==> src/rtl/sdram_arbiter.sv <==
// sdram_arbiter
//   Arbitrates SDRAM access between periodic refresh, a camera write
//   requester and a display read requester. Refresh has top priority;
//   when read and write both ask, they alternate. Each requester walks a
//   frame buffer in BURST_LEN steps and wraps at FRAME_WORDS.
//
// Ports
//   clk_c1          in   system clock, rising edge
//   rst_n           in   asynchronous active-low reset
//   init_done       in   SDRAM init complete (level); low restarts the arbiter
//   wr_req/rd_req   in   burst requests (level)
//   wr_ack/rd_ack   out  pulse when the burst command is accepted
//   cmd_valid       out  command presented to the controller
//   cmd_type        out  00 refresh, 01 write, 10 read
//   cmd_addr        out  burst start word address (0 for refresh)
//   cmd_ready       in   controller accepts the command this cycle
//   cmd_done        in   pulse when the accepted command has finished
//   wr_frame_done   out  pulse when the write address wraps
//   rd_frame_done   out  pulse when the read address wraps
//   ref_overrun     out  sticky: a refresh deadline was missed
module sdram_arbiter #(
    parameter int REFRESH_CYCLES = 780,
    parameter int BURST_LEN      = 256,
    parameter int FRAME_WORDS    = 307200,
    parameter int ADDR_W         = 22
) (
    input  logic              clk_c1,
    input  logic              rst_n,
    input  logic              init_done,
    input  logic              wr_req,
    output logic              wr_ack,
    input  logic              rd_req,
    output logic              rd_ack,
    output logic              cmd_valid,
    output logic [1:0]        cmd_type,
    output logic [ADDR_W-1:0] cmd_addr,
    input  logic              cmd_ready,
    input  logic              cmd_done,
    output logic              wr_frame_done,
    output logic              rd_frame_done,
    output logic              ref_overrun
);

    localparam int TMR_W = (REFRESH_CYCLES > 1) ? $clog2(REFRESH_CYCLES) : 1;
    localparam logic [TMR_W-1:0]  TMR_LAST  = TMR_W'(REFRESH_CYCLES - 1);
    localparam logic [ADDR_W:0]   BURST_INC = (ADDR_W+1)'(BURST_LEN);
    localparam logic [ADDR_W:0]   FRAME_END = (ADDR_W+1)'(FRAME_WORDS);

    localparam logic [1:0] CMD_REF = 2'b00;
    localparam logic [1:0] CMD_WR  = 2'b01;
    localparam logic [1:0] CMD_RD  = 2'b10;

    typedef enum logic [1:0] {
        S_WAIT_INIT = 2'd0,
        S_IDLE      = 2'd1,
        S_ISSUE     = 2'd2,
        S_BUSY      = 2'd3
    } state_t;

    state_t              r_state;
    state_t              w_state_nxt;
    logic [TMR_W-1:0]    r_timer;
    logic                r_ref_pending;
    logic                r_ref_overrun;
    logic                r_last_wr;      // 1: last read/write grant went to write
    logic                r_cmd_valid;
    logic [1:0]          r_cmd_type;
    logic [ADDR_W-1:0]   r_cmd_addr;
    logic [ADDR_W-1:0]   r_wr_addr;
    logic [ADDR_W-1:0]   r_rd_addr;

    logic                w_tc;
    logic                w_accept;
    logic                w_ref_accept;
    logic                w_done;
    logic                w_grant;
    logic [1:0]          w_grant_type;
    logic [ADDR_W-1:0]   w_grant_addr;
    logic [ADDR_W:0]     w_wr_next;
    logic [ADDR_W:0]     w_rd_next;
    logic                w_wr_wrap;
    logic                w_rd_wrap;

    // Timer runs whenever init_done is high, so it starts at 0 in the
    // cycle WAIT_INIT sees init_done and is cleared whenever init is lost.
    assign w_tc         = init_done && (r_timer == TMR_LAST);
    assign w_accept     = (r_state == S_ISSUE) && cmd_ready;
    assign w_ref_accept = w_accept && (r_cmd_type == CMD_REF);
    // Losing init_done takes priority over a completion in the same cycle.
    assign w_done       = init_done && (r_state == S_BUSY) && cmd_done;

    assign w_wr_next = {1'b0, r_wr_addr} + BURST_INC;
    assign w_rd_next = {1'b0, r_rd_addr} + BURST_INC;
    assign w_wr_wrap = (w_wr_next >= FRAME_END);
    assign w_rd_wrap = (w_rd_next >= FRAME_END);

    always_ff @(posedge clk_c1 or negedge rst_n) begin
        if (!rst_n) r_state <= S_WAIT_INIT;
        else        r_state <= w_state_nxt;
    end

    always_comb begin
        w_state_nxt  = r_state;
        w_grant      = 1'b0;
        w_grant_type = CMD_REF;
        w_grant_addr = '0;
        case (r_state)
            S_WAIT_INIT: if (init_done) w_state_nxt = S_IDLE;
            S_IDLE: begin
                if (r_ref_pending) begin
                    w_grant      = 1'b1;
                    w_grant_type = CMD_REF;
                end else if (rd_req && wr_req) begin
                    w_grant      = 1'b1;
                    w_grant_type = r_last_wr ? CMD_RD : CMD_WR;
                end else if (rd_req) begin
                    w_grant      = 1'b1;
                    w_grant_type = CMD_RD;
                end else if (wr_req) begin
                    w_grant      = 1'b1;
                    w_grant_type = CMD_WR;
                end
                if (w_grant_type == CMD_WR)      w_grant_addr = r_wr_addr;
                else if (w_grant_type == CMD_RD) w_grant_addr = r_rd_addr;
                if (w_grant) w_state_nxt = S_ISSUE;
            end
            S_ISSUE: if (cmd_ready) w_state_nxt = S_BUSY;
            S_BUSY:  if (cmd_done)  w_state_nxt = S_IDLE;
            default: w_state_nxt = S_WAIT_INIT;
        endcase
        if (!init_done) begin
            w_state_nxt = S_WAIT_INIT;
            w_grant     = 1'b0;
        end
    end

    always_ff @(posedge clk_c1 or negedge rst_n) begin
        if (!rst_n) begin
            r_timer       <= '0;
            r_ref_pending <= 1'b0;
            r_ref_overrun <= 1'b0;
            r_last_wr     <= 1'b1;
            r_cmd_valid   <= 1'b0;
            r_cmd_type    <= CMD_REF;
            r_cmd_addr    <= '0;
            r_wr_addr     <= '0;
            r_rd_addr     <= '0;
        end else if (!init_done) begin
            // Abort everything in flight; only the overrun history survives.
            r_timer       <= '0;
            r_ref_pending <= 1'b0;
            r_cmd_valid   <= 1'b0;
            r_cmd_type    <= CMD_REF;
            r_cmd_addr    <= '0;
            r_wr_addr     <= '0;
            r_rd_addr     <= '0;
        end else begin
            r_timer <= w_tc ? '0 : r_timer + 1'b1;

            // A new deadline arriving while a refresh is accepted re-arms
            // pending; it is not a miss since the previous one was just served.
            if (w_tc)              r_ref_pending <= 1'b1;
            else if (w_ref_accept) r_ref_pending <= 1'b0;

            if (w_tc && r_ref_pending && !w_ref_accept) r_ref_overrun <= 1'b1;

            if (w_grant) begin
                r_cmd_valid <= 1'b1;
                r_cmd_type  <= w_grant_type;
                r_cmd_addr  <= w_grant_addr;
                if (w_grant_type != CMD_REF) r_last_wr <= (w_grant_type == CMD_WR);
            end else if (w_accept) begin
                r_cmd_valid <= 1'b0;
            end

            if (w_done && r_cmd_type == CMD_WR)
                r_wr_addr <= w_wr_wrap ? '0 : w_wr_next[ADDR_W-1:0];
            if (w_done && r_cmd_type == CMD_RD)
                r_rd_addr <= w_rd_wrap ? '0 : w_rd_next[ADDR_W-1:0];
        end
    end

    always_comb begin
        cmd_valid     = r_cmd_valid;
        cmd_type      = r_cmd_type;
        cmd_addr      = r_cmd_addr;
        ref_overrun   = r_ref_overrun;
        wr_ack        = w_accept && (r_cmd_type == CMD_WR);
        rd_ack        = w_accept && (r_cmd_type == CMD_RD);
        wr_frame_done = w_done && (r_cmd_type == CMD_WR) && w_wr_wrap;
        rd_frame_done = w_done && (r_cmd_type == CMD_RD) && w_rd_wrap;
    end

endmodule
==> config.mk <==
export PLATFORM = sky130hd
export DESIGN_NAME = sdram_arbiter
export DESIGN_NICKNAME = d
export VERILOG_FILES = /design/src/rtl/sdram_arbiter.sv
export SDC_FILE = /design/constraint.sdc
export NUM_CORES = 1
export LEC_CHECK = 0
export CORE_UTILIZATION = 45
export CTS_CLUSTER_SIZE = 40
export DETAILED_ROUTE_END_ITERATION = 6
export GPL_TIMING_DRIVEN = 0
export PLACE_DENSITY_LB_ADDON = 0.12
export SKIP_LAST_GASP = 1
export SYNTH_ARGS = -nofsm -noshare
export SYNTH_HDL_FRONTEND = slang
export SYNTH_SLANG_ARGS = --single-unit
==> constraint.sdc <==
create_clock -name clk_c1 -period 2.3 [get_ports clk_c1]
set_input_delay 0.575 -clock clk_c1 [delete_from_list [all_inputs] [get_ports clk_c1]]
set_output_delay 0.575 -clock clk_c1 [all_outputs]
set_load 0.005 [all_outputs]
==> key figures <==
Timing
  – Setup TNS Final: -1.40 ns
  – FMAX: 337 MHz
  – Tightest Pin Transition: 0.589 ns
  – Final hold violation count: 0
  – Fin crit share: 129%
  – Clock skew: 0.00884 ns
  – Fin crit period: 2.97 ns
  – Worst slew margin: 60.7%
  – Unrepaired setup endpoints after global routing: yes
  – Final setup fails: 12
  – PnR worst setup slack: -0.666 ns
  – Worst hold slack: 0.219 ns
  – Final Slew Violations: 0

CTS
  – Hold Buf Count CTS: 0
  – Sink Count: 61
  – Htree depth: 3
  – TritonCTS clock tree: built
  – Clock network latency to the later pin of the worst-skew pair: 0.35 ns
  – Root buffer cell: clkbuf_8
  – CTS buffer count: 9
  – Worst-path clk slew: 0.07 ns
  – Clk buf depth: 2

Finish
  – Fin area: 4560 µm²
  – Filler cells: 640
  – Commonest cells after routing, fill and taps aside: dfrtp_1 (54), nand2_1 (50), nor2_1 (35), buf_4 (35), clkdlybuf4s50_1 (31)
  – Ant diodes: 0
  – Multi-input gate area: 1820 µm²
  – Net count, final: 476
  – Leading cell type in the layout, fill and taps excluded: dfrtp_1
  – Core Util, Final: 61.9%
  – Syn-to-layout area delta: 31.6%
  – Ratio of cells with drive above 1 in the final layout: 23.0%
  – FF/Latch Area: 1540 µm²

Yosys
  – Mapped Cells: 388
  – Register area share after synthesis: 44.0%
  – Syn avg cell area: 8.94 µm²
  – Adder-cell share of the synthesized area: 3.25%
  – Synth top area share: 43.3%
  – Synth cell types: 51
  – FF+latch count, synth: 61
  – Synth Area in XOR/XNOR: 2.27%
  – Synth Flop Type: dfrtp_1
  – Yosys warnings: 0
  – Synthesized net count: 404
  – Compound-Gate Fraction of Synth Area: 16.1%
  – EDFF count, synth: 0
  – Post-synthesis simple-gate area fraction: 24.5%
  – Cell Area, Synth: 3470 µm²
  – Synth async-reset ratio: 100%
  – Post-synthesis mux area share: 1.84%
  – Largest family of logic cells by synthesized area: simple AND/OR/NAND/NOR gates
  – Synth area leaders: dfrtp_1 (43%), nand2_1 (5.6%), a222oi_1 (4.6%), nor2_1 (3.9%), and2_1 (3.4%)
  – Post-synth top area cell: dfrtp_1

Drt
  – Routed wire length: 8.81 mm
  – Vias: 3216
  – Vias per std cell: 5.70
  – First-pass DRT Iterations: 6
  – DRT iter0 DRCs: 245
  – DRC errors left: 0
  – Drt wl/cell: 15.6 µm
  – Post-DRT Antenna Nets: 0

Power
  – Max VDD drop: 0.410 mV
  – Power Density: 528 nW/µm²
  – Leak pwr: 2.21 nW

Global routing
  – GR Overflow Total: 0
  – Initial antenna violation count: 0
  – Vias in the first global route: 3040
  – Largest net degree at the start of global routing: 38
  – Global-route wire length before repair: 15.0 mm
  – GRT Total Usage: 23.1%

Placement
  – DPL Wire Length: 5.65 mm
  – GP Congestion: 0.909
  – Cell Area, Placed: 4030 µm²
  – # port buffers: 36

Floorplanning
  – Core area: 7370 µm²
  – Area of the die: 8060 µm²
  – Io pins: 37
  – Rows: 31
  – Starting Density: 47.1%
  – Die Span Y: 89.8 µm
  – Die Span X: 89.8 µm

Run status
  – Violated checks: setup timing
  – Status: finished, violations left

Critical path
  – Worst EP arrival: 2.39 ns
  – Slowest cell on the critical path: o41ai_1
  – Worst Path Max Fanout: 4
  – Most used cell, CP: buf_4
  – Worst path required time: 1.73 ns
  – Critical Path, Cell by Cell: ha_4 > buf_4 > buf_4 > inv_1 > o41ai_1 > a222oi_1 > o21ai_1 > buf_4 > a21boi_2 > buf_2
  – Max incr delay on CP: 0.45 ns
  – Critical Path End Type: primary output
  – Worst setup path class: register to primary output
  – Startpoint Class: register

Worst hold path
  – Hold Path Class: input pin to async pin

Job
  – Max Cap Viol: 0
-- where the power goes --
part / total [mW] / internal (mW) / switching [mW] / leakage (nW)
clock network: 0.972 / 0.525 / 0.447 / 0.0943
registers: 1.15 / 1.12 / 0.0348 / 0.833
logic: 0.285 / 0.121 / 0.164 / 1.28
-- repair_timing --
item                       4_1_cts  5_1_grt
setup endpoints to repair       13       25
hold endpoints to repair         0        0
gates cloned                     0        0
setup buffers                   25        2
gates resized for setup         39       16
pin swaps                       16       13
-- layout make-up --
cell class | instances | area share [%]
plain buffers | 35 | 4.61
clock buffers | 10 | 3.02
clock inverters | 6 | 1.37
inverters | 24 | 1.97
multi-input cells | 265 | 40.0
flip-flops and latches | 61 | 33.6
well taps | 99 | 2.71
repair buffers | 64 | 12.7
-- worst paths after layout --
check	from	endpoint	slack, ns	cells past startpoint
max in group asynchronous	rst_n	r_wr_addr[9]	1.46	2
min in group clk_c1	ref_overrun	ref_overrun	0.47	1
worst max-delay path	r_rd_addr[9]	rd_frame_done	-0.67	10
worst min-delay path	rst_n	cmd_valid	0.22	1
worst max register to register	r_rd_addr[9]	r_rd_addr[15]	-0.09	11
worst min register to register	ref_overrun	ref_overrun	0.47	1
-- metrics by stage --
stage | instances | setup slack [ns] | power [mW]
2_1_floorplan | 388 | -0.128 | 1.33
3_3_place_gp | 523 | -1.59 | 1.43
3_5_place_dp | 524 | -0.872 | 1.44
4_1_cts | 562 | -0.625 | 2.44
5_1_grt | 564 | -0.731 | 2.52
6_report | 564 | -0.666 | 2.41
-- cell families after synthesis --
family,count (synthesis)
AND/OR/NAND/NOR,174
AO/OA/AOI/OAI,67
buffers and inverters,62
flip-flops,61
XOR/XNOR,9
adder cells (fa/ha/maj),9
multiplexers,6
-- worst max-delay path, delay by kind of cell (launching register included) --
| kind | cells | cell delay [ns] |
|---|---|---|
| buffers and inverters | 5 | 0.57 |
| flip-flops | 1 | 0.43 |
| AO/OA/AOI/OAI | 4 | 0.87 |
| adder cells (fa/ha/maj) | 1 | 0.16 |
-- cell usage after synthesis (5+ instances only) --
| cell type | instances |
|---|---|
| nor2_1 | 36 |
| ha_1 | 9 |
| nand2b_1 | 5 |
| dfrtp_1 | 60 |
| buf_2 | 14 |
| clkbuf_1 | 15 |
| nand4_1 | 11 |
| xor2_1 | 6 |
| and3_1 | 8 |
| a222oi_1 | 16 |
| buf_4 | 7 |
| o2111ai_1 | 7 |
| nor3_1 | 13 |
| nand3_1 | 14 |
| and2_1 | 19 |
| inv_1 | 24 |
| nand2_1 | 52 |
| o221ai_1 | 8 |
-- metal layers --
metal  vias to the layer above  wire length, µm  GRT usage [%]  share of wire [%]
li1                       1526                -              -                  -
met1                      1587             3900           29.7                 44
met2                        85             4370           38.4                 50
met3                        18              396           5.25                4.5
met4                         0              146           7.24                1.7
met5                         -                0              0                  0
-- flip-flops by register name (all words and copies together) (netlist names) --
signal / flops
r_timer: 10
r_ref_pending: 1
r_last_wr: 1
ref_overrun: 1
cmd_valid: 1
r_state: 2
cmd_addr: 15
r_rd_addr: 14
r_wr_addr: 14
cmd_type: 2
No activity file was read; power rests on OpenSTA's default activity.
